--- config.mk ---
export PLATFORM = sky130hd
export DESIGN_NAME = btn_debounce_pulse
export DESIGN_NICKNAME = d
export VERILOG_FILES = /design/src/rtl/btn_pkg.sv /design/src/rtl/sync_2ff.sv /design/src/rtl/btn_debounce_pulse.sv
export SDC_FILE = /design/constraint.sdc
export NUM_CORES = 1
export LEC_CHECK = 0
export ABC_AREA = 1
export CORE_MARGIN = 5
export CORE_UTILIZATION = 55
export CTS_BUF_LIST = sky130_fd_sc_hd__clkbuf_2
export CTS_CLUSTER_DIAMETER = 60
export DETAILED_ROUTE_END_ITERATION = 12
export PLACE_DENSITY = 0.77
export SYNTH_ARGS = -nofsm -noshare
export SYNTH_HDL_FRONTEND = slang
export SYNTH_HIERARCHICAL = 1
export SYNTH_SLANG_ARGS = --single-unit
--- constraint.sdc ---
create_clock -name clk -period 1.4 [get_ports clk]
set_clock_uncertainty 0.15 [all_clocks]
set_input_delay 0.21 -clock clk [delete_from_list [all_inputs] [get_ports clk]]
set_output_delay 0.21 -clock clk [all_outputs]
set_load 0.005 [all_outputs]
--- src/rtl/btn_pkg.sv ---
// Shared definitions for the button conditioning path: debounce FSM state
// encoding and the default qualification length.
package btn_pkg;

  // Debounce FSM states. Bit 1 doubles as the debounced level; the two
  // *_WAIT states are the ones where a transition is being qualified.
  typedef enum logic [1:0] {
    IDLE         = 2'b00,
    PRESS_WAIT   = 2'b01,
    PRESSED      = 2'b10,
    RELEASE_WAIT = 2'b11
  } btn_state_e;

  // Default number of stable synchronized cycles needed to accept an edge
  // (1 ms at 50 MHz).
  localparam int DEBOUNCE_CYCLES_DEF = 50000;

endpackage : btn_pkg

--- src/rtl/sync_2ff.sv ---
// Generic two-flop synchronizer for a single asynchronous input bit.
// RESET_VAL sets the level both flops take during reset, so the output
// comes out of reset at the input's idle level and no false edge is seen.
module sync_2ff #(
  parameter bit RESET_VAL = 1'b0
) (
  input  logic clk,
  input  logic rstn,
  input  logic d,
  output logic q
);

  logic sync1;
  logic sync2;

  // Two back-to-back flops; sync1 may go metastable, sync2 is the clean copy.
  always_ff @(posedge clk or negedge rstn) begin
    if (!rstn) begin
      sync1 <= RESET_VAL;
      sync2 <= RESET_VAL;
    end else begin
      sync1 <= d;
      sync2 <= sync1;
    end
  end

  assign q = sync2;

endmodule : sync_2ff

--- src/rtl/btn_debounce_pulse.sv ---
// Push-button conditioner: synchronizes a raw bouncy input, qualifies each
// transition with a stability counter, and emits one-cycle press/release
// pulses plus a debounced level. pulse_out feeds the pulse-sequence
// detector's x_in downstream.
//
// The FSM state is held in the enum-typed variable `state` so checkers can
// bind to it by name.
module btn_debounce_pulse
  import btn_pkg::*;
#(
  parameter int DEBOUNCE_CYCLES = DEBOUNCE_CYCLES_DEF,
  parameter int CNT_W           = 16,
  parameter bit ACTIVE_LOW      = 1'b0
) (
  input  logic clk,
  input  logic rstn,
  input  logic btn_in,
  output logic pulse_out,
  output logic release_out,
  output logic level_out,
  output logic busy
);

  // Terminal count: the edge that sees cnt at this value while the input is
  // still stable accepts the transition.
  localparam logic [CNT_W-1:0] CNT_MAX = CNT_W'(DEBOUNCE_CYCLES - 1);

  logic             sync_q;
  logic             s_btn;
  btn_state_e       state;
  logic [CNT_W-1:0] cnt;

  // Flops reset to the raw inactive level so s_btn reads "released".
  sync_2ff #(
    .RESET_VAL (ACTIVE_LOW)
  ) u_sync (
    .clk  (clk),
    .rstn (rstn),
    .d    (btn_in),
    .q    (sync_q)
  );

  // Normalize polarity: s_btn = 1 always means pressed.
  assign s_btn = sync_q ^ ACTIVE_LOW;

  // Debounce FSM with counter; all outputs are registered alongside state.
  always_ff @(posedge clk or negedge rstn) begin
    if (!rstn) begin
      state       <= IDLE;
      cnt         <= '0;
      pulse_out   <= 1'b0;
      release_out <= 1'b0;
      level_out   <= 1'b0;
      busy        <= 1'b0;
    end else begin
      // Event outputs last a single cycle unless re-asserted below.
      pulse_out   <= 1'b0;
      release_out <= 1'b0;
      case (state)
        IDLE: begin
          if (s_btn) begin
            state     <= PRESS_WAIT;
            cnt       <= '0;
            busy      <= 1'b1;
            level_out <= 1'b0;
          end
        end
        PRESS_WAIT: begin
          if (!s_btn) begin
            // Bounce: abandon qualification silently.
            state     <= IDLE;
            busy      <= 1'b0;
            level_out <= 1'b0;
          end else if (cnt == CNT_MAX) begin
            state     <= PRESSED;
            pulse_out <= 1'b1;
            busy      <= 1'b0;
            level_out <= 1'b1;
          end else begin
            cnt <= cnt + CNT_W'(1);
          end
        end
        PRESSED: begin
          if (!s_btn) begin
            state     <= RELEASE_WAIT;
            cnt       <= '0;
            busy      <= 1'b1;
            level_out <= 1'b1;
          end
        end
        RELEASE_WAIT: begin
          if (s_btn) begin
            // Bounce back to pressed: no new press event.
            state     <= PRESSED;
            busy      <= 1'b0;
            level_out <= 1'b1;
          end else if (cnt == CNT_MAX) begin
            state       <= IDLE;
            release_out <= 1'b1;
            busy        <= 1'b0;
            level_out   <= 1'b0;
          end else begin
            cnt <= cnt + CNT_W'(1);
          end
        end
        default: begin
          state     <= IDLE;
          cnt       <= '0;
          busy      <= 1'b0;
          level_out <= 1'b0;
        end
      endcase
    end
  end

endmodule : btn_debounce_pulse

# == Word level (Yosys, flattened, before mapping) ==
# Cells that the tools add are included.
# classes
n_addsub,1
n_div,0
mul,0
reduce_logical,4
n_lt_le_gt_ge,0
n_mux,30
shift,0
bitwise,0
eq_ne,10
# op_table
operator,count
2-to-1 mux 16 bit,5
one-hot mux 16 bit (4 select lines),1
"adder 16 x 1 -> 16 bit, second input constant",1
"== test 16 bit, second input constant",1
2-to-1 mux 1 bit,15
2-to-1 mux 2 bit,6
one-hot mux 1 bit (4 select lines),2
one-hot mux 2 bit (4 select lines),1
AND reduction 4 bit,2
"== test 2 bit, second input constant",2
"!= test 2 x 1 -> 1 bit, second input constant",2
"!= test 2 bit, second input constant",2
"!= test 3 x 2 -> 1 bit, second input constant",1
"!= test 3 bit, second input constant",1
"== test 2 x 1 -> 1 bit, second input constant",1
zero test 2 bit,1
AND reduction 2 bit,1
# word_totals
mem_bits_rw,0
reg_bits,24
n_memories,0
latchBits,0
mem_bits_ro,0

# == Longest topological paths before layout ==
# depth
depth_word,4
mapped_depth,9
mapped_depth_nobuf,9

# == By module ==
# The synthesis kept the hierarchy.
# modules_own_cells
mod,seq_area_each_um2,instances,area_each_um2,cells_per_inst
btn_debounce_pulse,525.5,1,1194.9,165
sync_2ff,50.0,1,50.0,2

# == Least setup slack after synthesis ==
# Ideal clock, no wire load.
# synth_path
kind,reg2reg
from,register cnt[0]
to,register cnt[11]
path_stages_with_launch,9
setup_time_ns,0.065
slack_ns,-0.118
arrival_ns,1.303
cell_sequence,dfrtp_1 ha_1 nand3_2 nor2_1 nand3_2 nand2_4 buf_8 nand2_1 nand2_1
# synth_via
elab_chain_cells,4
# synth_lines
item,line,rtl
start: declaration,btn_debounce_pulse.sv:31,logic [CNT_W-1:0] cnt;
start signal: assignment,btn_debounce_pulse.sv:80,cnt <= cnt + CNT_W'(1);
start signal: assignment,btn_debounce_pulse.sv:103,cnt <= cnt + CNT_W'(1);
adder 16 x 1 -> 16 bit / == test 16 bit (equally long branches),-,
2-to-1 mux 16 bit (*),"btn_debounce_pulse.sv:74, btn_debounce_pulse.sv:97",
2-to-1 mux 16 bit (on tied branches),"btn_debounce_pulse.sv:92, btn_debounce_pulse.sv:69",
one-hot mux 16 bit (4 select lines) (*),btn_debounce_pulse.sv:59,case (state)
# Mark *: on every way between the ends. The rest lies on a longest branch, timed or not. The select of a mux whose other input is x is not followed.
# A chain may end at the register's enable or synchronous reset.

# == Worst setup path in the final report ==
# layout_path
from,register cnt[0]
to,register pulse_out
# layout_via
elab_chain_cells,4
# layout_lines
item,line,rtl
== test 16 bit,btn_debounce_pulse.sv:74,end else if (cnt == CNT_MAX) begin
2-to-1 mux 1 bit,btn_debounce_pulse.sv:74,
2-to-1 mux 1 bit,btn_debounce_pulse.sv:69,if (!s_btn) begin
2-to-1 mux 1 bit,btn_debounce_pulse.sv:59,
end signal: assignment,btn_debounce_pulse.sv:51,pulse_out <= 1'b0;
end signal: assignment,btn_debounce_pulse.sv:57,pulse_out <= 1'b0;
end signal: assignment,btn_debounce_pulse.sv:76,pulse_out <= 1'b1;
end: declaration,btn_debounce_pulse.sv:18,"output logic pulse_out,"
# Every way passes these cells.

==> flow_summary.yaml <==
status:
  status: "finished with violations"
  violations: "negative setup slack"
synthesis:
  seq_area_frac_synth: 0.462
  synth_top_area_frac: 0.462
  synth_cell_types: 20
  ys_ff_latch: 23
  async_flop_share: 1.00
  ys.flop_type: "dfrtp_1"
  yosysTopAreaCell: "dfrtp_1"
  synthCells: 167
  synth_edf_count: 0
  syn_nets: 171
  synth.area.top_cells: "dfrtp_1 46%, nand2_1 18%, nand3_1 7.2%"
  yosysWarnings: 6
  synth_area_per_cell_um2: 7.45
  syn_area_um2: 1240
final_layout:
  final_common_cell: "nand2_1"
  drive_above_1_share: 0.359
  layout.nets: 214
  postLayoutCellArea_um2: 1760
  diodes: 0
  syn_to_final_growth_pct: 41.4
  mostFrequentLayoutCells: "48 x nand2_1, 25 x buf_4, 21 x dfrtp_1, 20 x inv_1, 18 x nand3_1"
  finish.utilization: 0.804
route:
  ant_nets: 0
  drt-total-wl_um: 3200
  num_vias: 1250
  drt_iter0_markers: 63
  detail_route.wl_per_cell_um: 13.5
  drtPass1Iterations: 4
  viasPerCell: 5.27
  drc: 0
power_and_ir_drop:
  powerDensity_nw_per_um2: 636
  ir_drop_v: 0.000570
  p_leak_uw: 0.000904
global_route:
  grt_pass1_wl_um: 5530
  grt_usage: 0.219
  grt_start_max_net_pins: 24
  antenna_found_initial: 0
  grt-ovfl-total: 0
  grt_pass1_vias: 1246
place:
  place.gp.congestion: 0.831
  post_dp_cell_area_um2: 1500
  io_buffers: 6
  dp.final_hpwl_um: 2020
floorplanning:
  io_pins: 7
  core_area_um2: 2190
  die_y_um: 57.6
  start_util: 0.568
  fp.dieArea_um2: 3310
  std_cell_rows: 17
  die_w_um: 57.6
clock_network:
  htree_levels: 1
  cts_inserted_buffers: 3
  cts.sinks: 23
  ctsRootBufferMaster: "clkbuf_2"
  clk_pin_slew_worst_paths_ns: 0.22
  cts_max_path_buffers: 2
  clock_latency_ns: 0.34
  cts_tree: "yes"
timing:
  tightest_slew_ns: 0.303
  hold_viol_final: 0
  max_freq_mhz: 625
  finalSetupViolCount: 21
  finalCritPeriodShare: 1.14
  slew_headroom: 0.797
  layout_setup_ws_ns: -0.199
  period_minus_slack_ns: 1.60
  fin_setup_tns_ns: -2.73
  rsz0062_at_grt: "yes"
  slew_violations: 0
worst_setup_path:
  crit_end: "pulse_out"
  crit_fanout: 4
  startpoint: "cnt[0]"
  timing.rr.end: "pulse_out"
  cp.arrival_ns: 1.74
  r2r_slack_ns: -0.20
  path_class: "flip-flop to flip-flop"
  cp-end-kind: "flip-flop"
  critPathLaunchType: "flip-flop"
  slowest_stage: "dfrtp_1"
  r2r-start: "cnt[0]"
  cp_cell_sequence: "ha_4, nand3_4, nor2_4, nand3_4, buf_6, inv_4, nand2_4, nor2_4"
  crit_path_max_incr_delay_ns: 0.47
  cp.required_ns: 1.54
  reg2reg_depth: 8
min_path:
  hold_class: "primary input to flip-flop"
job:
  drv_cap: 0
## through the flow
step / power, uW / hold slack [ns] / std cells / setup slack, ns
after global routing: 1200 / 0.0748 / 237 / -0.284
after CTS: 1110 / 0.0186 / 232 / -0.139
after global placement: 803 / 0.182 / 220 / -0.166
after detailed placement: 807 / 0.190 / 220 / -0.219
final: 1120 / 0.123 / 237 / -0.199
after floorplan: 753 / -0.236 / 167 / -0.0693
## synthesized netlist by cell type, drive strengths merged, types with 2 or more instances
library cell	count
xnor2	2
nand2	62
dfrtp	23
nor2	15
nand3	20
xor2	3
inv	23
nor3	2
o21ai	11
## area by class of cell
type                            count  area [um^2]
Clock inverter                      1         5.00
Timing Repair Buffer               37          319
Inverter                           23         96.3
Sequential cell                    23          578
Fill cell                         148          430
Multi-Input combinational cell    122          712
Clock buffer                        3         15.0
Tap cell                           28         35.0
## worst max-delay path: cells and delay by family, from the launching register on
kind                       cells  cell delay (ns)
buffers and inverters          2             0.22
and+or+nand+nor                5             0.52
DFF                            1             0.47
adders and majority gates      1             0.19
## metal layers
layer  part of all wire  GRT usage  vias to the layer above
li1                   -          -                      610
met1               0.41      0.257                      593
met2               0.52      0.394                       33
met3              0.029     0.0294                       14
met4              0.035     0.0927                        0
met5                  0          0                        -
## how the worst min path moves through the flow
stage                                            end  slack, ns    startpoint  cells past startpoint
final                                   u_sync/sync1       0.12        btn_in                      1
after global routing                    u_sync/sync1       0.07        btn_in                      1
after CTS                                     cnt[2]       0.02          rstn                      2
after detailed placement                    u_sync/q       0.19  u_sync/sync1                      0
after global placement                      u_sync/q       0.18  u_sync/sync1                      0
after floorplan           asynchronous set/reset pin      -0.24          rstn                      0
## registers in the layout (all words and copies together), names as in the netlist, named ones only
signal / count
u_sync/sync1: 1
state: 1
release_out: 1
cnt: 16
busy: 1
pulse_out: 1
u_sync/q: 1
## cells by family (layout without fill, tap and decap cells)
group | count (synthesis) | after routing | share of synthesized area
and+or+nand+nor | 101 | 103 | 0.357
AOI/OAI and AO/OA | 13 | 13 | 0.0543
DFF | 23 | 23 | 0.462
adders and majority gates | 1 | 1 | 0.0100
xor gates and xnor gates | 5 | 5 | 0.0352
buffers and inverters | 24 | 64 | 0.0814
## where the power goes
group	internal [uW]	switching [uW]	total, uW
logic	71.2	77.5	149
registers	683	21.6	705
clock network	64.7	201	266
## what timing repair did
| action | CTS | global route |
|---|---|---|
| hold buffers | 0 | 1 |
| gates cloned | 2 | 0 |
| buffers inserted | 6 | 4 |
| gates resized for setup | 39 | 21 |
| endpoints found under the hold margin | 0 | 1 |
| setup endpoints to repair | 25 | 25 |
| pin swaps | 6 | 4 |
No activity file was read; power rests on OpenSTA's default activity.
